### src/rtl/pe_pkg.sv
// Shared definitions for the PE command sequencer: opcodes, the per-function
// result latency table, FSM state encoding and completion status codes.
package pe_pkg;

  // Deepest result latency of any PE function; sizes the valid-tracking pipe.
  localparam int MAX_LAT = 6;

  // PE function opcodes.
  localparam logic [3:0] FN1 = 4'd1;
  localparam logic [3:0] FN2 = 4'd2;
  localparam logic [3:0] FN3 = 4'd3;
  localparam logic [3:0] FN4 = 4'd4;
  localparam logic [3:0] FN5 = 4'd5;
  localparam logic [3:0] FN6 = 4'd6;
  localparam logic [3:0] FN7 = 4'd7;
  localparam logic [3:0] FN8 = 4'd8;

  // Sequencer states.
  typedef enum logic [2:0] {
    ST_IDLE  = 3'd0,
    ST_FLUSH = 3'd1,
    ST_RUN   = 3'd2,
    ST_DRAIN = 3'd3,
    ST_ABORT = 3'd4,
    ST_DONE  = 3'd5
  } state_e;

  // Completion status, valid while Done is high.
  localparam logic [1:0] ERR_OK       = 2'b00;
  localparam logic [1:0] ERR_BAD_OP   = 2'b01;
  localparam logic [1:0] ERR_UNDERRUN = 2'b10;

  // Cycles from an operand first appearing at the PE inputs to its result
  // appearing on the PE output.
  function automatic logic [2:0] lat_of(input logic [3:0] op);
    logic [2:0] lat;
    case (op)
      FN1:     lat = 3'd2;
      FN2:     lat = 3'd4;
      FN3:     lat = 3'd2;
      FN4:     lat = 3'd2;
      FN5:     lat = 3'd2;
      FN6:     lat = 3'd2;
      FN7:     lat = 3'd4;
      FN8:     lat = 3'd6;
      default: lat = 3'd1;
    endcase
    return lat;
  endfunction

  // True for opcodes the PE implements.
  function automatic logic op_is_valid(input logic [3:0] op);
    return (op >= FN1) && (op <= FN8);
  endfunction

endpackage

### src/rtl/pe_valid_pipe.sv
// Valid-tracking shift register: one bit per in-flight PE operand, advancing
// every cycle, with a selectable output tap and a synchronous clear.
module pe_valid_pipe #(
  parameter int DEPTH = 6,
  parameter int SEL_W = 3
) (
  input  logic             clk,
  input  logic             rst,
  input  logic             clr,
  input  logic             shift_in,
  input  logic [SEL_W-1:0] tap_sel,
  output logic             tap_out
);

  logic [DEPTH-1:0] pipe_q;
  logic [DEPTH-1:0] pipe_d;

  // Shift a new bit in each cycle unless the pipe is being flushed.
  always_comb begin
    pipe_d = {pipe_q[DEPTH-2:0], shift_in};
    if (clr) begin
      pipe_d = '0;
    end
  end

  // Pipe register with synchronous reset.
  always_ff @(posedge clk) begin
    if (rst) begin
      pipe_q <= '0;
    end else begin
      pipe_q <= pipe_d;
    end
  end

  // Tap mux; a select beyond the pipe depth reads as 0.
  always_comb begin
    tap_out = 1'b0;
    for (int i = 0; i < DEPTH; i++) begin
      if (tap_sel == SEL_W'(i)) begin
        tap_out = pipe_q[i];
      end
    end
  end

endmodule

### src/rtl/pe_cmd_sequencer.sv
// Command-driven controller for the M216A processing element. Accepts a
// function/count command, flushes the PE, streams exactly count operand
// triples with no gaps, and tags the PE results with a valid strobe derived
// from the per-function latency table.
//
// Handshakes: Cmd and S are valid/ready streams. A transfer happens on a
// rising clock edge where both valid and ready are high; ready depends only
// on the current state, never on valid. M has no ready: M_Valid is a strobe.
module pe_cmd_sequencer #(
  parameter int DW            = 16,
  parameter int CNT_W         = 8,
  parameter int PE_RST_CYCLES = 2,
  parameter int MAX_LAT       = pe_pkg::MAX_LAT
) (
  input  logic             Clk_In,
  input  logic             Rst_In,
  input  logic             Cmd_Valid,
  output logic             Cmd_Ready,
  input  logic [3:0]       Cmd_Op,
  input  logic [CNT_W-1:0] Cmd_Cnt,
  input  logic             S_Valid,
  output logic             S_Ready,
  input  logic [DW-1:0]    S_D1,
  input  logic [DW-1:0]    S_D2,
  input  logic [DW-1:0]    S_D3,
  output logic             Pe_Rst_Out,
  output logic [15:0]      Pe_Instr_Out,
  output logic [DW-1:0]    Pe_D1_Out,
  output logic [DW-1:0]    Pe_D2_Out,
  output logic [DW-1:0]    Pe_D3_Out,
  input  logic [DW-1:0]    Pe_D_Out,
  output logic             M_Valid,
  output logic [DW-1:0]    M_Data,
  output logic             Busy,
  output logic             Done,
  output logic [1:0]       Err,
  output logic [2:0]       Dbg_State_Out
);

  import pe_pkg::*;

  localparam int TMR_W = 8;

  state_e           state_q, state_d;
  logic [3:0]       op_q, op_d;
  logic [CNT_W-1:0] cnt_q, cnt_d;
  logic [TMR_W-1:0] tmr_q, tmr_d;
  logic [1:0]       err_q, err_d;
  logic [DW-1:0]    d1_q, d1_d;
  logic [DW-1:0]    d2_q, d2_d;
  logic [DW-1:0]    d3_q, d3_d;
  logic             dvld_q, dvld_d;

  logic [2:0]       lat_cur;
  logic [2:0]       tap_sel;
  logic             in_stream;
  logic             pipe_clr;
  logic             tap_out;

  assign lat_cur   = lat_of(op_q);
  assign tap_sel   = lat_cur - 3'd1;
  assign in_stream = (state_q == ST_RUN) || (state_q == ST_DRAIN);
  // Anything left in the pipe outside RUN/DRAIN belongs to a dead command.
  assign pipe_clr  = !in_stream;

  // Next-state and datapath-register logic for the command FSM.
  always_comb begin
    state_d = state_q;
    op_d    = op_q;
    cnt_d   = cnt_q;
    tmr_d   = tmr_q;
    err_d   = err_q;
    d1_d    = '0;
    d2_d    = '0;
    d3_d    = '0;
    dvld_d  = 1'b0;
    case (state_q)
      ST_IDLE: begin
        if (Cmd_Valid) begin
          op_d  = Cmd_Op;
          cnt_d = Cmd_Cnt;
          err_d = ERR_OK;
          if (!op_is_valid(Cmd_Op)) begin
            err_d   = ERR_BAD_OP;
            state_d = ST_DONE;
          end else if (Cmd_Cnt == '0) begin
            state_d = ST_DONE;
          end else begin
            tmr_d   = TMR_W'(PE_RST_CYCLES - 1);
            state_d = ST_FLUSH;
          end
        end
      end
      ST_FLUSH: begin
        if (tmr_q == '0) begin
          state_d = ST_RUN;
        end else begin
          tmr_d = tmr_q - TMR_W'(1);
        end
      end
      ST_RUN: begin
        if (S_Valid) begin
          d1_d   = S_D1;
          d2_d   = S_D2;
          d3_d   = S_D3;
          dvld_d = 1'b1;
          cnt_d  = cnt_q - CNT_W'(1);
          if (cnt_q == CNT_W'(1)) begin
            // DRAIN spans LAT+1 cycles: the last operand is on the PE inputs
            // in the first DRAIN cycle and its result lands LAT cycles later.
            tmr_d   = TMR_W'(lat_cur);
            state_d = ST_DRAIN;
          end
        end else begin
          // Stateful PE functions cannot tolerate a bubble in the stream.
          err_d   = ERR_UNDERRUN;
          state_d = ST_ABORT;
        end
      end
      ST_DRAIN: begin
        if (tmr_q == '0) begin
          state_d = ST_DONE;
        end else begin
          tmr_d = tmr_q - TMR_W'(1);
        end
      end
      ST_ABORT: begin
        state_d = ST_DONE;
      end
      ST_DONE: begin
        state_d = ST_IDLE;
      end
      default: begin
        state_d = ST_IDLE;
      end
    endcase
  end

  // State and datapath registers with synchronous reset.
  always_ff @(posedge Clk_In) begin
    if (Rst_In) begin
      state_q <= ST_IDLE;
      op_q    <= '0;
      cnt_q   <= '0;
      tmr_q   <= '0;
      err_q   <= ERR_OK;
      d1_q    <= '0;
      d2_q    <= '0;
      d3_q    <= '0;
      dvld_q  <= 1'b0;
    end else begin
      state_q <= state_d;
      op_q    <= op_d;
      cnt_q   <= cnt_d;
      tmr_q   <= tmr_d;
      err_q   <= err_d;
      d1_q    <= d1_d;
      d2_q    <= d2_d;
      d3_q    <= d3_d;
      dvld_q  <= dvld_d;
    end
  end

  // The pipe is fed from the registered operand-valid flag so that tap k is
  // high exactly k+1 cycles after the operand first sits on the PE inputs.
  pe_valid_pipe #(
    .DEPTH (MAX_LAT),
    .SEL_W (3)
  ) u_valid_pipe (
    .clk      (Clk_In),
    .rst      (Rst_In),
    .clr      (pipe_clr),
    .shift_in (dvld_q),
    .tap_sel  (tap_sel),
    .tap_out  (tap_out)
  );

  // State-decoded outputs toward the command, operand and PE interfaces.
  always_comb begin
    Cmd_Ready     = (state_q == ST_IDLE);
    Busy          = (state_q != ST_IDLE);
    S_Ready       = (state_q == ST_RUN);
    Pe_Rst_Out    = !in_stream;
    Pe_Instr_Out  = '0;
    if ((state_q == ST_FLUSH) || in_stream) begin
      Pe_Instr_Out = 16'(op_q);
    end
    Pe_D1_Out     = d1_q;
    Pe_D2_Out     = d2_q;
    Pe_D3_Out     = d3_q;
    M_Valid       = in_stream & tap_out;
    M_Data        = Pe_D_Out;
    Done          = (state_q == ST_DONE);
    Err           = err_q;
    Dbg_State_Out = state_q;
  end

endmodule

### config.mk
export PLATFORM = sky130hd
export DESIGN_NAME = pe_cmd_sequencer
export DESIGN_NICKNAME = d
export VERILOG_FILES = /design/src/rtl/pe_pkg.sv /design/src/rtl/pe_valid_pipe.sv /design/src/rtl/pe_cmd_sequencer.sv
export SDC_FILE = /design/constraint.sdc
export NUM_CORES = 1
export LEC_CHECK = 0
export CAP_MARGIN = 10
export CORE_MARGIN = 8
export CORE_UTILIZATION = 43
export DETAILED_ROUTE_END_ITERATION = 8
export PLACE_DENSITY_LB_ADDON = 0.2
export RECOVER_POWER = 25
export SYNTH_ARGS = -nofsm -noshare
export SYNTH_HDL_FRONTEND = slang
export SYNTH_SLANG_ARGS = --single-unit
### constraint.sdc
create_clock -name Clk_In -period 4.5 [get_ports Clk_In]
set_clock_uncertainty 0.05 [all_clocks]
set_input_delay 0.9 -clock Clk_In [delete_from_list [all_inputs] [get_ports Clk_In]]
set_output_delay 0.9 -clock Clk_In [all_outputs]
set_load 0.02 [all_outputs]
==> run metrics, run 1 <==
num ports 171; fill count 699; Crit-path slowest cell clkdlybuf4s50_1; reg-to-reg slack, setup 1.82 ns; Period Utilization, post-route 77.73%; die height 105.6 µm; Sink Count 83; Worst EP required 3.55 ns; cells along the critical path or3b_1 > inv_2 > clkdlybuf4s50_1; CTS Buf Count 9; reg2reg end cnt_q[3]; wire length on met2 4512 µm; mapped cell area 0.003448 mm²; Pins Over Slew Limit 0; antenna-violating nets left 0; end of the worst hold path u_valid_pipe.pipe_q[0]; die width 105.6 µm; post-synth cell types 56; die area 0.01114 mm²; fin nets 556; most common cell in the netlist dfxtp_1; Residual DRC 0; # Max-Cap Violations 0; post-CTS sizing 0; EDFF count, synth 0; hpwl dp 6816 µm; post-synthesis sequential area ratio 48.19%; Crit Path Category register to primary output; post-CTS setup repair buffer count 0; asr flop ratio synth 0%; CP peak stage delay 0.65 ns; port buffer count 126; top routing layer used met4; pre-CTS setup slack 1.377 ns; Max H-tree Level 3; DP Cell Count 563; setup violators final 0; slew margin rel. 26.40%; static leakage 0.001892 µW; CP startpoint kind register; min-delay src dvld_q; initial antenna violation count 0; syn_area_per_cell 9.370 µm²; Placer Congestion 0.8228; drt via density 4.907; number of global-route vias before repair 2798; Final Hold Violating Endpoints 0; Seq. cell area 0.001662 mm²; clock root cell clkbuf_8; synth warn 0; drt first pass iters 4; post-synth top area share 48.19%; synth cell count leaders dfxtp_1, and2_1, buf_4; worst vdd ir 0.2487 mV; Yosys reg bits 83; worst min path class register to register; WL final 8932 µm; achievable frequency 285.9 MHz; instance count of the mapped netlist 368; total power 2386 µW; Metal-1 WL 3414 µm; CTS tree built; min cycle time layout 3.498 ns; Post-synth top flop dfxtp_1; leading area contributor after synthesis dfxtp_1; layout cells sized above 1 5.870%; First DRT Iteration DRCs 118; setup_tns 0 ns; GRT Total Usage 15.75%; element type at the critical path end primary output; status complete, no violations; reg2reg path depth 6; Layout area overhead 38.35%; worst r2r src Dbg_State_Out[0]; Clock Tree Buf Depth 2; metal3 WL 868 µm; Worst Setup Slack, final 1.002 ns; clk slew on worst S/H paths 0.09 ns; Worst-Skew Late Latency 0.35 ns; global route overflow 0; fin cells 579; CTS Hold Bufs 0; synth top area cells dfxtp_1, and2_1, buf_4, nor2_1, a21oi_1; crit path DAT 2.55 ns; num rows 32; largest net degree at the start of global routing 50; vias after detailed routing 2841; initial core utilization 44.39%; core box area 0.007767 mm²; global-route wire length before repair 14230 µm; WHS Path Cells 1; RSZ-0062 raised after global routing no; crit path max fanout 16; Multi-input gate area 0.001478 mm²; power per cell area 500.0 mW/mm²; wire per inst 15.43 µm; Inserted Diodes 0; actual slew at the worst max-slew pin 1.104 ns
==> through the flow <==
stage,hold WS (ns),utilization [%],instance area [µm²]
after floorplan,0.3557,-,3490
after global placement,0.3591,59.02,4584
after detailed placement,0.3828,59.02,4584
after CTS,0.4059,61.47,4775
after global routing,0.4289,61.42,4771
final,0.4022,61.42,4771
==> critical path, delay by kind of cell, from the launching register on <==
kind,cells,cell delay [ns]
DFF,1,0.63
buffers and inverters,2,0.93
and+or+nand+nor,1,0.64
==> layout make-up <==
cell class                      instances  share of cell area, %
Sequential cell                        83                  34.83
Multi-Input combinational cell        239                  30.97
Timing Repair Buffer                  128                  26.67
Tap cell                              102                  2.675
Clock buffer                           10                  2.885
Clock inverter                          6                  1.101
Inverter                               11                 0.8655
==> flip-flops by register name (all words and copies together), names as in the netlist <==
signal	flops
Pe_D1_Out	16
Pe_D2_Out	16
Pe_D3_Out	16
cnt_q	8
tmr_q	8
u_valid_pipe.pipe_q	6
op_q	4
Dbg_State_Out	3
lat_cur	3
Err	2
dvld_q	1
==> cells in the final DEF, fill, tap and decap left out, types with 4 or more instances in the layout <==
cell	count
nand3_1	6
and2_0	4
o21ai_1	10
nor2b_1	5
o21ai_0	5
a21oi_1	17
nor3_1	8
nor2_1	31
dfxtp_1	83
a31oi_1	5
nand2b_1	4
clkdlybuf4s50_1	111
nand2_1	13
inv_1	10
conb_1	12
dlygate4sd3_1	15
clkbuf_8	10
a211oi_1	6
mux2i_1	4
ha_1	4
nor4_1	5
and2_1	54
==> worst max-delay path by stage <==
stage / from / endpoint / slack (ns)
after CTS: Dbg_State_Out[1] / S_Ready / 1.01
final: Dbg_State_Out[1] / S_Ready / 1.00
after floorplan: Dbg_State_Out[1] / M_Valid / 1.72
after detailed placement: Cmd_Valid / lat_cur[0] / 1.38
after global placement: Cmd_Valid / lat_cur[0] / 1.41
after global routing: Dbg_State_Out[1] / S_Ready / 0.88
==> metal layers <==
| layer | GRT usage (%) | up-vias |
|---|---|---|
| met1 | 16.55 | 1296 |
| met4 | 6.030 | 0 |
| met3 | 7.186 | 16 |
| li1 | - | 1417 |
| met2 | 27.02 | 112 |
| met5 | 0 | - |
==> logic make-up after synthesis <==
kind of cell             synth area share, %
multiplexers                           1.161
AND/OR/NAND/NOR                        25.36
buffers and inverters                  10.16
AO/OA/AOI/OAI                          12.81
other                                 0.1087
XOR/XNOR                              0.7621
adder cells (fa/ha/maj)                1.451
flip-flops                             48.19
==> power breakdown <==
part           switching [µW]  total (µW)  internal (µW)
combinational             504         915            411
sequential                125         959            834
clock                     287         512            225
total                     915        2390           1470
Power figures use the tool's default switching activity.
==> run 2: changes to the inputs <==
--- a/config.mk
+++ b/config.mk
@@ -7,7 +7,7 @@
 export LEC_CHECK = 0
 export CAP_MARGIN = 10
 export CORE_MARGIN = 8
-export CORE_UTILIZATION = 43
+export CORE_UTILIZATION = 36
 export DETAILED_ROUTE_END_ITERATION = 8
 export PLACE_DENSITY_LB_ADDON = 0.2
 export RECOVER_POWER = 25
==> constraint.sdc (replaced) <==
create_clock -name Clk_In -period 2.8 [get_ports Clk_In]
set_clock_uncertainty 0.05 [all_clocks]
set_input_delay 0.56 -clock Clk_In [delete_from_list [all_inputs] [get_ports Clk_In]]
set_output_delay 0.56 -clock Clk_In [all_outputs]
set_load 0.02 [all_outputs]
==> run 2 against run 1 <==
Net effect:
- combinational power rose by 75%
- wire length increased by 2.4%
- critical path depth increased by 2
- setup slack worse by 0.83 ns
- non-clock buffer count rose by 12
- first-iteration DRC count increased by 7.6%
- final area up 3.1%
- cell count increased by 6.7%
- die area rose by 16%
- flip-flop and latch count unchanged
- largest cell class unchanged
==> run metrics, run 2 (synthesis gave the netlist of run 1 again) <==
Residual DRC 0; Switching Share 35.73%; die area 0.01297 mm²; CP startpoint kind register; core box area 0.009284 mm²; fin cells 618; Inserted Diodes 0; Pint 2608 µW; wire per inst 14.80 µm; CTS tree built; slew margin rel. 41.08%; achievable frequency 380.4 MHz; DP Cell Count 602; Clock Tree Buf Depth 2; # Max-Cap Violations 0; die width 113.9 µm; num rows 35; DP Area 0.004708 mm²; number of global-route vias before repair 3026; crit path max fanout 7; CP peak stage delay 0.68 ns; Layout area overhead 42.60%; register share of total power 36.4%; Crit Path Category register to primary output; initial core utilization 37.14%; cells along the critical path nor2_1 > nor3_1 > a31oi_1 > nor4_1 > clkdlybuf4s50_1; clock root cell clkbuf_8; worst vdd ir 0.3269 mV; actual slew at the worst max-slew pin 0.8715 ns; Final Hold Violating Endpoints 0; Placer Congestion 0.8184; crit-path leading delay family buffers and inverters; First DRT Iteration DRCs 127; crit path DAT 2.02 ns; commonest non-fill, non-tap cell in the layout clkdlybuf4s50_1; Max H-tree Level 3; port buffer count 126; CTS Buf Count 9; GRT Total Usage 14.14%; largest net degree at the start of global routing 50; Hold WS 0.3831 ns; Sink Count 83; clock share of power 24.2%; most frequent cells in the layout clkdlybuf4s50_1, dfxtp_1, and2_1; setup_tns 0 ns; global-route wire length before repair 14840 µm; element type at the critical path end primary output; Crit path buffers/inverters 1; Logic pwr share 39.4%; min cycle time layout 2.629 ns; Worst EP required 2.19 ns; hpwl dp 7076 µm; CTS Hold Bufs 0; Final Instance Area 0.004917 mm²; fin nets 568; sw power 1450 µW; Crit-path slowest cell clkdlybuf4s50_1; drt via density 4.678; setup violators final 0; post-CTS setup repair buffer count 0; antenna-violating nets left 0; Period Utilization, post-route 93.89%; post-CTS sizing 0; num ports 171; Pins Over Slew Limit 0; drt first pass iters 4; RSZ-0062 raised after global routing no; worst min path class register to register; layout cells sized above 1 7.975%; die height 113.9 µm; total power 4058 µW; initial antenna violation count 0; static leakage 0.001958 µW; WL final 9149 µm; clk slew on worst S/H paths 0.08 ns; power per cell area 825.2 mW/mm²; Worst-Skew Late Latency 0.34 ns; vias after detailed routing 2891; global route overflow 0; status complete, no violations
## run 2: power by group through the flow
stage          Combinational, µW  Sequential, µW  Clock, µW
2_1_floorplan               1080            1550          0
3_3_place_gp                1600            1510          0
3_5_place_dp                1620            1510          0
4_1_cts                     1630            1480       1020
5_1_grt                     1760            1500       1060
6_report                    1600            1480        983
## run 2: stage by stage
stage / worst slack [ns] / util (%)
final: 0.1712 / 52.96
after detailed placement: 0.2663 / 50.71
after global placement: 0.2922 / 50.71
after floorplan: 0.3627 / -
after global routing: 0.03509 / 52.96
after CTS: 0.1623 / 53.25
## run 2: metal layers
layer	part of all wire, %	vias up	GRT usage, %
li1	-	1437	-
met1	40	1349	15.13
met2	49	91	24.38
met3	10	14	6.075
met4	1.2	0	4.880
met5	0	-	0
## run 2: area by class of cell
class                      instances  area, µm²
clock buffer                      11      151.4
clock inverter                     5      83.83
timing repair buffer             140       1366
sequential                        83       1662
inverter                          11      41.29
fill                             875       4367
tap                              129      161.4
multi-input combinational        239       1451
## run 2: final timing paths
kind                                        from                endpoint  slack, ns  cells past startpoint
worst max-delay path                  lat_cur[1]                 M_Valid       0.17                      5
worst min-delay path                      dvld_q  u_valid_pipe.pipe_q[0]       0.38                      1
worst max register to register  Dbg_State_Out[0]              lat_cur[0]       0.30                      6
worst min register to register            dvld_q  u_valid_pipe.pipe_q[0]       0.38                      1
